File: src/rtl/enum_chan_sequencer_pkg.sv
// Shared types and next-state logic for the multi-channel phase sequencer.
package seq_pkg;

    localparam int SEQ_STATE_W = 3;

    // Codes are fixed and Gray-adjacent along IDLE->ARM->RUN->DRAIN->DONE.
    typedef enum logic [SEQ_STATE_W-1:0] {
        ST_IDLE  = 3'b000,
        ST_ARM   = 3'b001,
        ST_RUN   = 3'b011,
        ST_DRAIN = 3'b010,
        ST_DONE  = 3'b110
    } seq_state_e;

    typedef enum logic [1:0] {
        MODE_ONESHOT = 2'b00,
        MODE_LOOP    = 2'b01,
        MODE_STEP    = 2'b10
    } seq_mode_e;

    // The unused mode code 2'b11 behaves as one-shot.
    function automatic seq_mode_e seq_decode_mode(input logic [1:0] mode);
        case (mode)
            2'b01:   return MODE_LOOP;
            2'b10:   return MODE_STEP;
            default: return MODE_ONESHOT;
        endcase
    endfunction

    // A RUN cycle counts unless the channel is single-stepping without a step.
    function automatic logic seq_step_enabled(input logic [1:0] mode, input logic step);
        return (seq_decode_mode(mode) != MODE_STEP) || step;
    endfunction

    // Abort wins over every other transition, including a start in IDLE.
    function automatic seq_state_e seq_next(
        input seq_state_e st,
        input logic [1:0] mode,
        input logic       start,
        input logic       abort,
        input logic       step,
        input logic       ready,
        input logic       len_zero,
        input logic       cnt_one
    );
        if (abort) return ST_IDLE;
        case (st)
            ST_IDLE:  return start ? ST_ARM : ST_IDLE;
            ST_ARM:   return len_zero ? ST_DONE : ST_RUN;
            ST_RUN:   return (seq_step_enabled(mode, step) && cnt_one) ? ST_DRAIN : ST_RUN;
            ST_DRAIN: return ST_DONE;
            ST_DONE: begin
                if (!ready) return ST_DONE;
                return (seq_decode_mode(mode) == MODE_LOOP) ? ST_ARM : ST_IDLE;
            end
            default:  return ST_IDLE;
        endcase
    endfunction

endpackage

File: src/rtl/enum_chan_sequencer_if.sv
// Control/status bundle between the sequencer and its user.
interface enum_chan_sequencer_if #(
    parameter int NCH   = 4,
    parameter int LEN_W = 8
);
    localparam int BUSY_W = $clog2(NCH + 1);

    logic [1:0]           mode_i;
    logic [NCH-1:0]       start_i;
    logic [NCH-1:0]       abort_i;
    logic [NCH-1:0]       step_i;
    logic [NCH*LEN_W-1:0] len_i;
    logic [NCH-1:0]       ready_i;
    logic [NCH*3-1:0]     state_o;
    logic [NCH-1:0]       done_o;
    logic [BUSY_W-1:0]    busy_cnt_o;

    modport master (
        output mode_i, start_i, abort_i, step_i, len_i, ready_i,
        input  state_o, done_o, busy_cnt_o
    );

    modport slave (
        input  mode_i, start_i, abort_i, step_i, len_i, ready_i,
        output state_o, done_o, busy_cnt_o
    );
endinterface

File: src/rtl/enum_chan_sequencer_chan.sv
// One sequencer channel: phase FSM plus run-length down-counter.
module enum_seq_chan
    import seq_pkg::*;
#(
    parameter int LEN_W = 8
) (
    input  logic             clk,
    input  logic             rst_n,
    input  logic [1:0]       i_mode,
    input  logic             i_start,
    input  logic             i_abort,
    input  logic             i_step,
    input  logic             i_ready,
    input  logic [LEN_W-1:0] i_len,
    output seq_state_e       o_state,
    output logic             o_done,
    output seq_state_e       o_nxt_state
);

    seq_state_e       r_state;
    logic [LEN_W-1:0] r_cnt;
    logic             r_done;
    seq_state_e       w_nxt_state;
    logic             w_en;

    assign w_en        = seq_step_enabled(i_mode, i_step);
    assign w_nxt_state = seq_next(r_state, i_mode, i_start, i_abort, i_step, i_ready,
                                  (i_len == '0), (r_cnt == LEN_W'(1)));

    // State, counter and registered done flag advance together each cycle.
    // NOTE: all sequential state uses non-blocking assignments and is cleared by the async reset so a mid-run reset drops every channel straight back to IDLE.
    always_ff @(posedge clk or negedge rst_n) begin
        if (!rst_n) begin
            r_state <= ST_IDLE;
            r_cnt   <= '0;
            r_done  <= 1'b0;
        end else begin
            r_state <= w_nxt_state;
            r_done  <= (w_nxt_state == ST_DONE);
            if (i_abort)
                r_cnt <= '0;
            else if (r_state == ST_ARM)
                r_cnt <= i_len;
            else if (r_state == ST_RUN && w_en)
                r_cnt <= r_cnt - 1'b1;
        end
    end

    assign o_state     = r_state;
    assign o_done      = r_done;
    assign o_nxt_state = w_nxt_state;

endmodule

File: src/rtl/enum_chan_sequencer.sv
// NCH independent phase sequencers plus a registered busy-channel count.
module enum_chan_sequencer
    import seq_pkg::*;
#(
    parameter int NCH   = 4,
    parameter int LEN_W = 8
) (
    input  logic                   clk,
    input  logic                   rst_n,
    enum_chan_sequencer_if.slave   bus
);

    localparam int BUSY_W = $clog2(NCH + 1);

    seq_pkg::seq_state_e     w_chan_state [NCH];
    seq_state_e              w_nxt_state  [NCH];
    logic [NCH-1:0]          w_done;
    logic [NCH*SEQ_STATE_W-1:0] w_state_flat;
    logic [BUSY_W-1:0]       w_busy_sum;
    logic [BUSY_W-1:0]       r_busy_cnt;

    for (genvar c = 0; c < NCH; c++) begin : g_chan
        enum_seq_chan #(.LEN_W(LEN_W)) u_chan (
            .clk         (clk),
            .rst_n       (rst_n),
            .i_mode      (bus.mode_i),
            .i_start     (bus.start_i[c]),
            .i_abort     (bus.abort_i[c]),
            .i_step      (bus.step_i[c]),
            .i_ready     (bus.ready_i[c]),
            .i_len       (bus.len_i[c*LEN_W +: LEN_W]),
            .o_state     (w_chan_state[c]),
            .o_done      (w_done[c]),
            .o_nxt_state (w_nxt_state[c])
        );
    end

    // Pack per-channel state codes into the exported debug bus.
    always_comb begin
        w_state_flat = '0;
        for (int c = 0; c < NCH; c++)
            w_state_flat[c*SEQ_STATE_W +: SEQ_STATE_W] = w_chan_state[c];
    end

    // Count channels that will be non-idle after this edge.
    always_comb begin
        w_busy_sum = '0;
        for (int c = 0; c < NCH; c++)
            if (w_nxt_state[c] != ST_IDLE)
                w_busy_sum = w_busy_sum + BUSY_W'(1);
    end

    // Register the count so it lines up with the registered state codes.
    always_ff @(posedge clk or negedge rst_n) begin
        if (!rst_n)
            r_busy_cnt <= '0;
        else
            r_busy_cnt <= w_busy_sum;
    end

    assign bus.state_o    = w_state_flat;
    assign bus.done_o     = w_done;
    assign bus.busy_cnt_o = r_busy_cnt;

endmodule

File: src/flat_wrapper.sv
// flat-port wrapper written by rule: the top's interface ports become plain ports
module enum_chan_sequencer_flat import seq_pkg::*;
#(
    parameter int NCH   = 4,
    parameter int LEN_W = 8
)
  (clk, rst_n, bus_mode_i, bus_start_i, bus_abort_i, bus_step_i, bus_len_i, bus_ready_i, bus_state_o, bus_done_o, bus_busy_cnt_o);
  enum_chan_sequencer_if #(.NCH(NCH), .LEN_W(LEN_W)) bus_i ();
  input  logic clk;
  input  logic rst_n;
  input wire logic [$bits(bus_i.mode_i)-1:0] bus_mode_i;
  input wire logic [$bits(bus_i.start_i)-1:0] bus_start_i;
  input wire logic [$bits(bus_i.abort_i)-1:0] bus_abort_i;
  input wire logic [$bits(bus_i.step_i)-1:0] bus_step_i;
  input wire logic [$bits(bus_i.len_i)-1:0] bus_len_i;
  input wire logic [$bits(bus_i.ready_i)-1:0] bus_ready_i;
  output wire logic [$bits(bus_i.state_o)-1:0] bus_state_o;
  output wire logic [$bits(bus_i.done_o)-1:0] bus_done_o;
  output wire logic [$bits(bus_i.busy_cnt_o)-1:0] bus_busy_cnt_o;
  assign bus_i.mode_i = bus_mode_i;
  assign bus_i.start_i = bus_start_i;
  assign bus_i.abort_i = bus_abort_i;
  assign bus_i.step_i = bus_step_i;
  assign bus_i.len_i = bus_len_i;
  assign bus_i.ready_i = bus_ready_i;
  assign bus_state_o = bus_i.state_o;
  assign bus_done_o = bus_i.done_o;
  assign bus_busy_cnt_o = bus_i.busy_cnt_o;
  enum_chan_sequencer #(.NCH(NCH), .LEN_W(LEN_W)) u_core (.clk(clk), .rst_n(rst_n), .bus(bus_i));
endmodule
File: config.mk
export PLATFORM = sky130hd
export DESIGN_NAME = enum_chan_sequencer_flat
export DESIGN_NICKNAME = d
export VERILOG_FILES = /design/src/rtl/enum_chan_sequencer_pkg.sv /design/src/rtl/enum_chan_sequencer_if.sv /design/src/rtl/enum_chan_sequencer_chan.sv /design/src/rtl/enum_chan_sequencer.sv /design/src/flat_wrapper.sv
export SDC_FILE = /design/constraint.sdc
export NUM_CORES = 1
export LEC_CHECK = 0
export CAP_MARGIN = 20
export CORE_MARGIN = 4
export CORE_UTILIZATION = 40
export DETAILED_ROUTE_END_ITERATION = 6
export PLACE_DENSITY = 0.74
export SKIP_LAST_GASP = 1
export SYNTH_ARGS = -nofsm -noshare
export SYNTH_HDL_FRONTEND = slang
export SYNTH_SLANG_ARGS = --single-unit
File: constraint.sdc
create_clock -name clk -period 2.9 [get_ports clk]
set_input_delay 0.58 -clock clk [delete_from_list [all_inputs] [get_ports clk]]
set_output_delay 0.58 -clock clk [all_outputs]
set_load 0.03 [all_outputs]
## After elaboration in Yosys (flattened, before gate mapping)

Index checks and enable logic that the tools add are counted.

| word-level totals | value |
|---|---|
| register bits | 51 |
| word-level logic and storage cells | 176 |

| cells by class | value |
|---|---|
| multiplexer cells | 89 |
| add/subtract/negate cells | 7 |
| equality and inequality tests | 35 |
| reductions and logical operators | 32 |

Operators with widths:

| kind | count |
|---|---|
| two-way mux 8 bit | 12 |
| two-way mux 3 bit | 23 |
| one-hot mux 3 bit (5 select lines) | 4 |
| two-way mux 2 bit | 20 |
| equality test 8 x 1 -> 1 bit (second input constant) | 4 |
| logical NOT 8 bit | 4 |
| subtractor 8 x 1 -> 8 bit (second input constant) | 4 |
| two-way mux 1 bit | 29 |
| equality test 3 x 2 -> 1 bit (second input constant) | 8 |
| equality test 3 bit (second input constant) | 8 |
| nonzero test 3 bit | 8 |
| equality test 3 x 1 -> 1 bit (second input constant) | 4 |
| logical NOT 3 bit | 4 |
| equality test 2 x 1 -> 1 bit (second input constant) | 5 |
| != test 2 bit (second input constant) | 5 |
| logical AND 1 bit | 8 |
| logical OR 1 bit | 8 |
| adder 3 x 1 -> 3 bit (second input constant) | 2 |
| one-hot mux 2 bit (2 select lines) | 1 |
| adder 1 x 1 -> 2 bit (second input constant) | 1 |
| equality test 2 bit (second input constant) | 1 |

## Depth between registers and ports, before layout

Gate-level depths: netlist of run 1.

| logic depth | value |
|---|---|
| depth after elaboration | 19 |
| gate-level depth with buffers | 13 |
| mapped depth without buffers | 13 |

## Hierarchy

From an unflattened synthesis of run 1, not the netlist that was laid out.

| unflattened totals | value |
|---|---|
| cell total of the unflattened synthesis | 386 |
| area total of the unflattened synthesis | 3,420.8 sq um |

Modules (own cells, without submodules):

| module | cells an instance | area an instance (sq um) | instances | seq. area each (sq um) |
|---|---|---|---|---|
| enum_seq_chan (u_core.g_chan[1].u_chan ...) | 91 | 798.3 | 3 | 300.3 |
| enum_seq_chan (u_core.g_chan[0].u_chan) | 93 | 807.0 | 1 | 300.3 |
| enum_chan_sequencer | 20 | 219.0 | 1 | 75.1 |

## Least setup slack after synthesis of run 1

OpenSTA, ideal clock, no wires.

| timing path | value |
|---|---|
| path type | input-to-reg |
| from | input port bus_mode_i[0] |
| to | register u_core.r_busy_cnt[1] (netlist: u_core.bus.busy_cnt_o[1]) |
| stages on the path | 10 |
| buffers on the path | 1 |
| required time | 2.775 ns |
| arrival | 2.656 ns |
| slack | 0.119 ns |
| path through | nand2b_4 -> buf_6 -> o2111a_1 -> a2111o_1 -> a21oi_2 -> nor2_1 -> ha_1 -> xnor2_2 -> ha_1 -> mux2_2 |

| on the way | value |
|---|---|
| elaborated cells between the ends (all ways) | 70 |
| those cells by class | add/sub (3); eq/ne (10); mux (45); reduce/logical (12) |

RTL lines:

| item | line | source |
|---|---|---|
| start, declared | flat_wrapper.sv:11 | `input wire logic [$bits(bus_i.mode_i)-1:0] bus_mode_i;` |
| equality test 2 bit or equality test 2 x 1 -> 1 bit (tied branches) | enum_chan_sequencer_pkg.sv:23 | `case (mode)` |
| one-hot mux 2 bit (2 select lines) * | enum_chan_sequencer_pkg.sv:23 |  |
| two-way mux 2 bit, on equally long branches | enum_chan_sequencer_pkg.sv:54, enum_chan_sequencer_pkg.sv:47 |  |
| two-way mux 2 bit | enum_chan_sequencer_pkg.sv:47 | `case (st)` |
| two-way mux 2 bit or != test 2 bit (tied branches) | enum_chan_sequencer_pkg.sv:47, enum_chan_sequencer_pkg.sv:32 |  |
| equality test 2 x 1 -> 1 bit or logical OR 1 bit (tied branches) | enum_chan_sequencer_pkg.sv:54, enum_chan_sequencer_pkg.sv:32 |  |
| two-way mux 1 bit or logical AND 1 bit (tied branches) | enum_chan_sequencer_pkg.sv:54, enum_chan_sequencer_pkg.sv:50 |  |
| two-way mux 3 bit or two-way mux 1 bit (tied branches) | enum_chan_sequencer_pkg.sv:54, enum_chan_sequencer_pkg.sv:50 |  |
| [... 2 more ...] | - |  |
| named net u_core.g_chan[1].u_chan.o_nxt_state[0] | enum_chan_sequencer_chan.sv:17 | `output seq_state_e o_nxt_state` |
| nonzero test 3 bit * | enum_chan_sequencer.sv:49 | `if (w_nxt_state[c] != ST_IDLE)` |
| two-way mux 3 bit * | enum_chan_sequencer.sv:49 |  |
| adder 3 x 1 -> 3 bit | enum_chan_sequencer.sv:50 | `w_busy_sum = w_busy_sum + BUSY_W'(1);` |
| two-way mux 3 bit * | enum_chan_sequencer.sv:49 |  |
| adder 3 x 1 -> 3 bit | enum_chan_sequencer.sv:50 |  |
| two-way mux 3 bit * | enum_chan_sequencer.sv:49 |  |
| named net u_core.w_busy_sum[1] | enum_chan_sequencer.sv:19 | `logic [BUSY_W-1:0] w_busy_sum;` |
| end signal, assigned | enum_chan_sequencer.sv:58 | `r_busy_cnt <= w_busy_sum;` |
| end, declared | enum_chan_sequencer.sv:20 | `logic [BUSY_W-1:0] r_busy_cnt;` |

Mark *: on every way through the listed nets, which the timed path passes. The rest lies on a longest branch. The select of a mux whose other input is x is not followed.
A chain may end at the register's enable or synchronous reset.

## Worst setup path in the final report of run 1

| timing path | value |
|---|---|
| from | input port bus_len_i[10] |
| to | register u_core.r_busy_cnt[1] (netlist: u_core.bus.busy_cnt_o[1]) |

| on the way | value |
|---|---|
| cells in the longest elaborated chain, start to end | 10 |

Ends and longest elaborated chain:

| item | line | source |
|---|---|---|
| start, declared | flat_wrapper.sv:15 | `input wire logic [$bits(bus_i.len_i)-1:0] bus_len_i;` |
| logical NOT 8 bit * | enum_chan_sequencer_chan.sv:28 | `(i_len == '0), (r_cnt == LEN_W'(1)));` |
| two-way mux 3 bit * | enum_chan_sequencer_pkg.sv:49 | `ST_ARM: return len_zero ? ST_DONE : ST_RUN;` |
| one-hot mux 3 bit (5 select lines) * | enum_chan_sequencer_pkg.sv:47 |  |
| two-way mux 3 bit * | enum_chan_sequencer_pkg.sv:47 |  |
| named net u_core.g_chan[1].u_chan.o_nxt_state[0] | enum_chan_sequencer_chan.sv:17 |  |
| nonzero test 3 bit * | enum_chan_sequencer.sv:49 |  |
| two-way mux 3 bit * | enum_chan_sequencer.sv:49 |  |
| adder 3 x 1 -> 3 bit | enum_chan_sequencer.sv:50 |  |
| two-way mux 3 bit * | enum_chan_sequencer.sv:49 |  |
| adder 3 x 1 -> 3 bit | enum_chan_sequencer.sv:50 |  |
| two-way mux 3 bit * | enum_chan_sequencer.sv:49 |  |
| named net u_core.w_busy_sum[1] | enum_chan_sequencer.sv:19 |  |

Mark *: on every way through the listed nets, which the timed path passes. The rest lies on a longest branch.

==> flow_metrics.py, run 1 <==
metrics = {
    "outcome": {
        "outcome": "completed",
    },
    "routing": {
        "viasPerCell": 5.58,
        "wl_per_cell_um": 14.5,
        "drcViolationCount": 0,
        "drtIter0Drc": 119,
        "drt_first_pass_iters": 4,
        "antenna_left": 0,
        "wl_um": 8670,
        "dr_total_vias": 3323,
    },
    "logic_synthesis": {
        "async_flop_share_pct": 100,
        "synth_top_area_cell": "dfrtp_1",
        "syn_nets": 478,
        "synth_seq_cells": 51,
        "syn_area_per_cell_um2": 8.30,
        "synthCells": 415,
        "yosys-top-cells-area": "dfrtp_1, nor2_1, a21oi_1",
        "yosysWarnings": 0,
        "ys.flop_type": "dfrtp_1",
        "synth_area_um2": 3440,
        "yosysUniqueCellTypes": 64,
        "synth_seq_area_share_pct": 37.1,
        "synth_edf_count": 0,
        "synth_top_cell_area_share_pct": 37.1,
    },
    "global_route": {
        "grt_max_degree": 34,
        "antenna_found_initial": 0,
        "grt_pass1_vias": 3033,
        "grt_use_total_pct": 17.2,
        "grt_pass1_wl_um": 14300,
        "grt_overflow": 0,
    },
    "floorplan": {
        "num_io_pins": 71,
        "start_util_pct": 41.5,
        "coreArea_um2": 8300,
        "dieArea_um2": 10200,
        "die_x_um": 101,
        "die_h_um": 101,
        "rows": 33,
    },
    "final_layout": {
        "regArea_um2": 1280,
        "area_delta_synth_final_pct": 27.8,
        "n_fill_cell": 797,
        "fin_area_um2": 4400,
        "finish.utilization_pct": 53.0,
        "multi_input_area_um2": 2000,
        "layout_commonest_cell": "nor2_1",
        "most-common-layout-cells": "nor2_1, clkdlybuf4s50_1, dfrtp_1",
        "drive_gt1_share_pct": 11.2,
        "nets": 553,
        "diodes": 0,
    },
    "sta": {
        "clock.fmax_mhz": 349,
        "min_period_over_period_pct": 98.7,
        "worst_pin_slew_ns": 0.773,
        "skew_ns": 0.00530,
        "fin_setup_tns_ns": 0,
        "min_period_ns": 2.86,
        "slew_headroom_pct": 48.2,
        "maxSlewViolCount": 0,
        "hold_viol": 0,
        "setup_violations": 0,
    },
    "clocking": {
        "root_buffer": "clkbuf_8",
        "cts_num_sinks": 51,
        "cts_tree": "built",
        "clock_latency_ns": 0.31,
        "htree_levels": 2,
        "ctsHoldBuffers": 0,
        "cts_buffer_depth": 2,
        "path_clk_slew_ns": 0.09,
        "numCtsBuffers": 5,
    },
    "setup_path": {
        "end_kind": "flop",
        "crit_top_cell": "ha_1",
        "r2r_end": "u_core.bus.busy_cnt_o[1]",
        "required_ns": 3.10,
        "r2r_setup_slack_ns": 0.24,
        "path_cells": "clkdlybuf4s50_1 > or4_4 > nor4_4 > a2111o_1 > a21oi_2 > nor2_1 > ha_1 > xnor2_2 > ha_1 > mux2_2",
        "cp.depth": 10,
        "crit_buf_inv": 1,
        "cp_max_fo": 3,
        "crit_family": "simple AND/OR/NAND/NOR gates",
        "crit_path_top_delay_cell": "or4_4",
        "r2r_cells": 9,
        "cp.arrival_ns": 3.06,
        "max_stage_delay_ns": 0.44,
        "start_kind": "primary input",
        "crit_type": "in -> reg",
        "rr_startpoint": "u_core.g_chan[1].u_chan.r_cnt[0]",
    },
    "placement": {
        "hpwl_um": 6520,
        "numPortBuffers": 70,
        "place.gp.congestion": 0.853,
        "post_dp_cell_area_um2": 4260,
    },
    "min_path": {
        "min_path_type": "in -> async",
    },
    "flow_run": {
        "cap_violations": 0,
    },
    "power": {
        "p_leak_nw": 1.81,
        "p_per_area_nw_per_um2": 636,
        "vdd_drop_max_mv": 0.284,
    },
}
metrics by stage:
| stage | hold slack [ns] | total power [W] | instances | worst slack (ns) |
|---|---|---|---|---|
| floorplan | 0.284 | 0.00197 | 415 | 0.119 |
| global placement | 0.512 | 0.00232 | 583 | -0.341 |
| detailed placement | 0.524 | 0.00236 | 583 | -0.424 |
| CTS | 0.211 | 0.00279 | 592 | 0.0277 |
| global route | 0.223 | 0.00304 | 596 | -0.0369 |
| finish | 0.203 | 0.00280 | 596 | 0.0382 |
registers in the layout, indices dropped and copies added (netlist names):
name / count
u_core.g_chan.u_chan.o_done: 4
u_core.g_chan.u_chan.o_state: 12
u_core.g_chan.u_chan.r_cnt: 32
u_core.bus.busy_cnt_o: 3
layout make-up:
| cell class | count | share of cell area [%] |
|---|---|---|
| clock buffer | 5 | 1.56 |
| timing repair buffer | 91 | 19.5 |
| sequential | 51 | 29.0 |
| clock inverter | 3 | 0.341 |
| tap | 105 | 2.98 |
| multi-input combinational | 326 | 45.3 |
| inverter | 15 | 1.28 |
logic make-up after synthesis:
kind of cell    count (synthesis)  synth area share [%]
compound gates                124                  24.1
xor+xnor                        3                 0.981
fa+ha+maj                      11                  4.00
mux                             3                 0.908
flops                          51                  37.1
buf+inv                        38                  5.41
simple gates                  185                  27.6
layer usage:
layer / GRT usage, % / share of wire (%) / vias up
li1: - / - / 1645
met1: 23.5 / 45 / 1578
met2: 27.6 / 48 / 89
met3: 3.60 / 6.0 / 11
met4: 4.66 / 1.1 / 0
met5: 0 / 0 / -
synthesized netlist by cell type (2+ instances only):
cell and n:
o31ai_1 2, or3b_2 4, nor3b_2 4, nor3_1 11, nor3b_1 3, buf_6 2
nor2_1 70, nor4_1 9, nand4b_1 4, nor2b_1 3, a31oi_1 6, dfrtp_1 51
nand3_1 9, o22a_1 2, o21ba_2 2, xnor2_1 2, o22ai_1 6, nand3b_1 2
a21o_1 3, o21ai_0 21, o21a_1 6, buf_4 5, buf_2 8, a21oi_1 37
clkbuf_1 8, inv_1 15, ha_1 11, a22oi_1 9, mux2i_1 2, nand2b_1 8
o211ai_1 5, a2bb2oi_1 2, or3_1 2, a211oi_1 8, a41oi_1 2, nand2_1 43
what timing repair did:
| action | in CTS | in global routing |
|---|---|---|
| endpoints found under the setup margin | 1 | 1 |
| setup buffers | 1 | 4 |
| resized for setup | 3 | 5 |
| pin swaps | 4 | 9 |
where the power goes:
part           leakage, nW  internal, W  switching, W
combinational         1.08     0.000632      0.000748
sequential           0.686     0.000847      0.000164
clock               0.0477     0.000166      0.000244
how the worst max path moves through the flow:
stage,from,end,slack (ns)
final,bus_len_i[10],u_core.bus.busy_cnt_o[1],0.04
after CTS,bus_len_i[10],u_core.bus.busy_cnt_o[1],0.03
after global placement,bus_len_i[10],u_core.bus.busy_cnt_o[1],-0.34
after detailed placement,bus_mode_i[1],u_core.bus.busy_cnt_o[1],-0.42
after floorplan,bus_mode_i[0],u_core.bus.busy_cnt_o[1],0.12
after global routing,bus_len_i[10],u_core.bus.busy_cnt_o[1],-0.04
Note: power is estimated with default switching activity, not from simulation.
==> run 2: changes to the inputs <==
Settings changed: GPL_TIMING_DRIVEN set to 0.
==> run 2 against run 1 <==
  * Register-to-register slack better by 0.02 ns
  * Sequential power fell by 4%
  * Final area up 0.85%
  * Via count up 2.0%
  * Die area stayed put
  * Hold slack improved by 0.012 ns
  * Global-route usage barely moved
  * Critical path depth unchanged
  * Sequential cell count did not move
  * Critical path type unchanged
  * Critical endpoint unchanged
==> flow_metrics.py, run 2 (synthesis gave the netlist of run 1 again) <==
metrics = {
    "final_layout": {
        "regArea_um2": 1280,
        "drive_gt1_share_pct": 11.0,
        "largest_reg_flops": 32,
        "fin_area_um2": 4440,
        "nets": 562,
        "multi_input_area_um2": 1990,
        "area_delta_synth_final_pct": 28.9,
        "largest_register": "u_core.g_chan.u_chan.r_cnt",
        "layout_commonest_cell": "nor2_1",
        "finish.utilization_pct": 53.5,
        "n_fill_cell": 790,
        "most-common-layout-cells": "nor2_1, clkdlybuf4s50_1, dfrtp_1",
        "diodes": 0,
    },
    "power": {
        "vdd_drop_max_mv": 0.312,
        "pwr-share-comb_pct": 50.9,
        "p_leak_nw": 1.82,
        "power_w": 0.00282,
        "switching_share_pct": 41.5,
        "p_per_area_nw_per_um2": 636,
        "p_int_w": 0.00165,
        "p_seq_share_pct": 34.4,
        "clkPwrFrac_pct": 14.8,
        "power.net_switching_w": 0.00117,
    },
    "clocking": {
        "htree_levels": 2,
        "root_buffer": "clkbuf_8",
        "numCtsBuffers": 5,
        "path_clk_slew_ns": 0.10,
        "cts_tree": "built",
        "clock_latency_ns": 0.30,
        "cts_buffer_depth": 2,
        "cts_num_sinks": 51,
        "ctsHoldBuffers": 0,
    },
    "routing": {
        "wl_met1_um": 3930,
        "dr_total_vias": 3391,
        "wl_per_cell_um": 14.5,
        "wl_um": 8760,
        "antenna_left": 0,
        "drcViolationCount": 0,
        "drtIter0Drc": 76,
        "top_layer_used": "met4",
        "dr_wl_met3_um": 552,
        "wl_met2_um": 4210,
        "viasPerCell": 5.60,
        "drt_first_pass_iters": 5,
    },
    "placement": {
        "place.gp.congestion": 0.870,
        "post_dp_cell_area_um2": 4290,
        "numPortBuffers": 70,
        "hpwl_um": 6600,
        "dp_slack_ns": -0.523,
    },
    "sta": {
        "min_period_ns": 2.83,
        "maxSlewViolCount": 0,
        "slew_headroom_pct": 52.1,
        "min_period_over_period_pct": 97.4,
        "fin_ws_ns": 0.0743,
        "setup_violations": 0,
        "worst_pin_slew_ns": 0.717,
        "rsz0062_at_grt": "false",
        "hold_viol": 0,
        "clock.fmax_mhz": 354,
        "fin_hold_ws_ns": 0.215,
        "skew_ns": 0.00611,
    },
    "floorplan": {
        "die_h_um": 101,
        "dieArea_um2": 10200,
        "start_util_pct": 41.5,
        "num_io_pins": 71,
        "coreArea_um2": 8300,
        "rows": 33,
        "die_x_um": 101,
    },
    "min_path": {
        "min_path_type": "in -> async",
    },
    "global_route": {
        "grt_max_degree": 35,
        "grt_pass1_vias": 3296,
        "grt_overflow": 0,
        "grt_pass1_wl_um": 14600,
        "antenna_found_initial": 0,
        "grt_use_total_pct": 17.2,
    },
    "setup_path": {
        "end_kind": "flop",
        "r2r_setup_slack_ns": 0.26,
        "r2r_end": "u_core.bus.busy_cnt_o[1]",
        "rr_startpoint": "u_core.g_chan[0].u_chan.r_cnt[3]",
        "startpoint": "bus_len_i[10]",
        "crit_type": "in -> reg",
        "cp.arrival_ns": 3.02,
        "crit_path_end": "u_core.bus.busy_cnt_o[1]",
        "start_kind": "primary input",
        "r2r_cells": 10,
        "cp_max_fo": 3,
        "required_ns": 3.09,
    },
    "outcome": {
        "outcome": "completed",
    },
    "flow_run": {
        "cap_violations": 0,
    },
}
## run 2: what timing repair did
action | in CTS | in global routing
gates resized for setup | 2 | 6
setup buffers | 4 | 2
endpoints found under the hold margin | 0 | 0
setup endpoints to repair | 2 | 1
pin swaps | 5 | 9
## run 2: power groups by stage
| stage | combinational, W | clock [W] | sequential [W] |
|---|---|---|---|
| 6_report | 0.00144 | 0.000417 | 0.000971 |
| 3_3_place_gp | 0.00136 | 0 | 0.000976 |
| 2_1_floorplan | 0.000931 | 0 | 0.00104 |
| 5_1_grt | 0.00159 | 0.000467 | 0.000994 |
| 4_1_cts | 0.00141 | 0.000432 | 0.000968 |
| 3_5_place_dp | 0.00140 | 0 | 0.000982 |
## run 2: routing by layer
layer | track usage (%) | up-vias
li1 | - | 1662
met1 | 22.8 | 1620
met2 | 28.9 | 99
met3 | 3.39 | 10
met4 | 3.94 | 0
met5 | 0 | -
## run 2: final cells by class
class	instances	area share, %
Tap cell	105	2.96
Clock inverter	3	0.451
Timing Repair Buffer	77	17.3
Inverter	15	1.27
Clock buffer	5	1.55
Buffer	23	2.93
Multi-Input combinational cell	326	44.8
Sequential cell	51	28.7
## run 2: per-stage QoR
stage	TNS, ns	instances
finish	0	605
global route	0	605
CTS	0	603
detailed placement	-1.01	591
global placement	-21.16	590
floorplan	0	415
## run 2: worst min path at each step
stage          cells after the start                            endpoint                             start  slack, ns
2_1_floorplan                      0            u_core.bus.busy_cnt_o[0]                             rst_n       0.28
3_3_place_gp                       2    u_core.g_chan[0].u_chan.r_cnt[6]  u_core.g_chan[0].u_chan.r_cnt[6]       0.51
3_5_place_dp                       2    u_core.g_chan[2].u_chan.r_cnt[6]  u_core.g_chan[2].u_chan.r_cnt[6]       0.52
4_1_cts                            1  u_core.g_chan[2].u_chan.o_state[1]                             rst_n       0.23
5_1_grt                            1  u_core.g_chan[2].u_chan.o_state[1]                             rst_n       0.23
6_report                           1  u_core.g_chan[2].u_chan.o_state[1]                             rst_n       0.22
## run 2: worst max-delay path, cell delays in order
cell and delay, ns:
clkdlybuf4s50_1 0.42, or4_4 0.44, nor4_4 0.25, a2111o_1 0.16
a21oi_2 0.07, nor2_1 0.11, ha_1 0.28, xnor2_2 0.16
ha_1 0.29, mux2_2 0.26
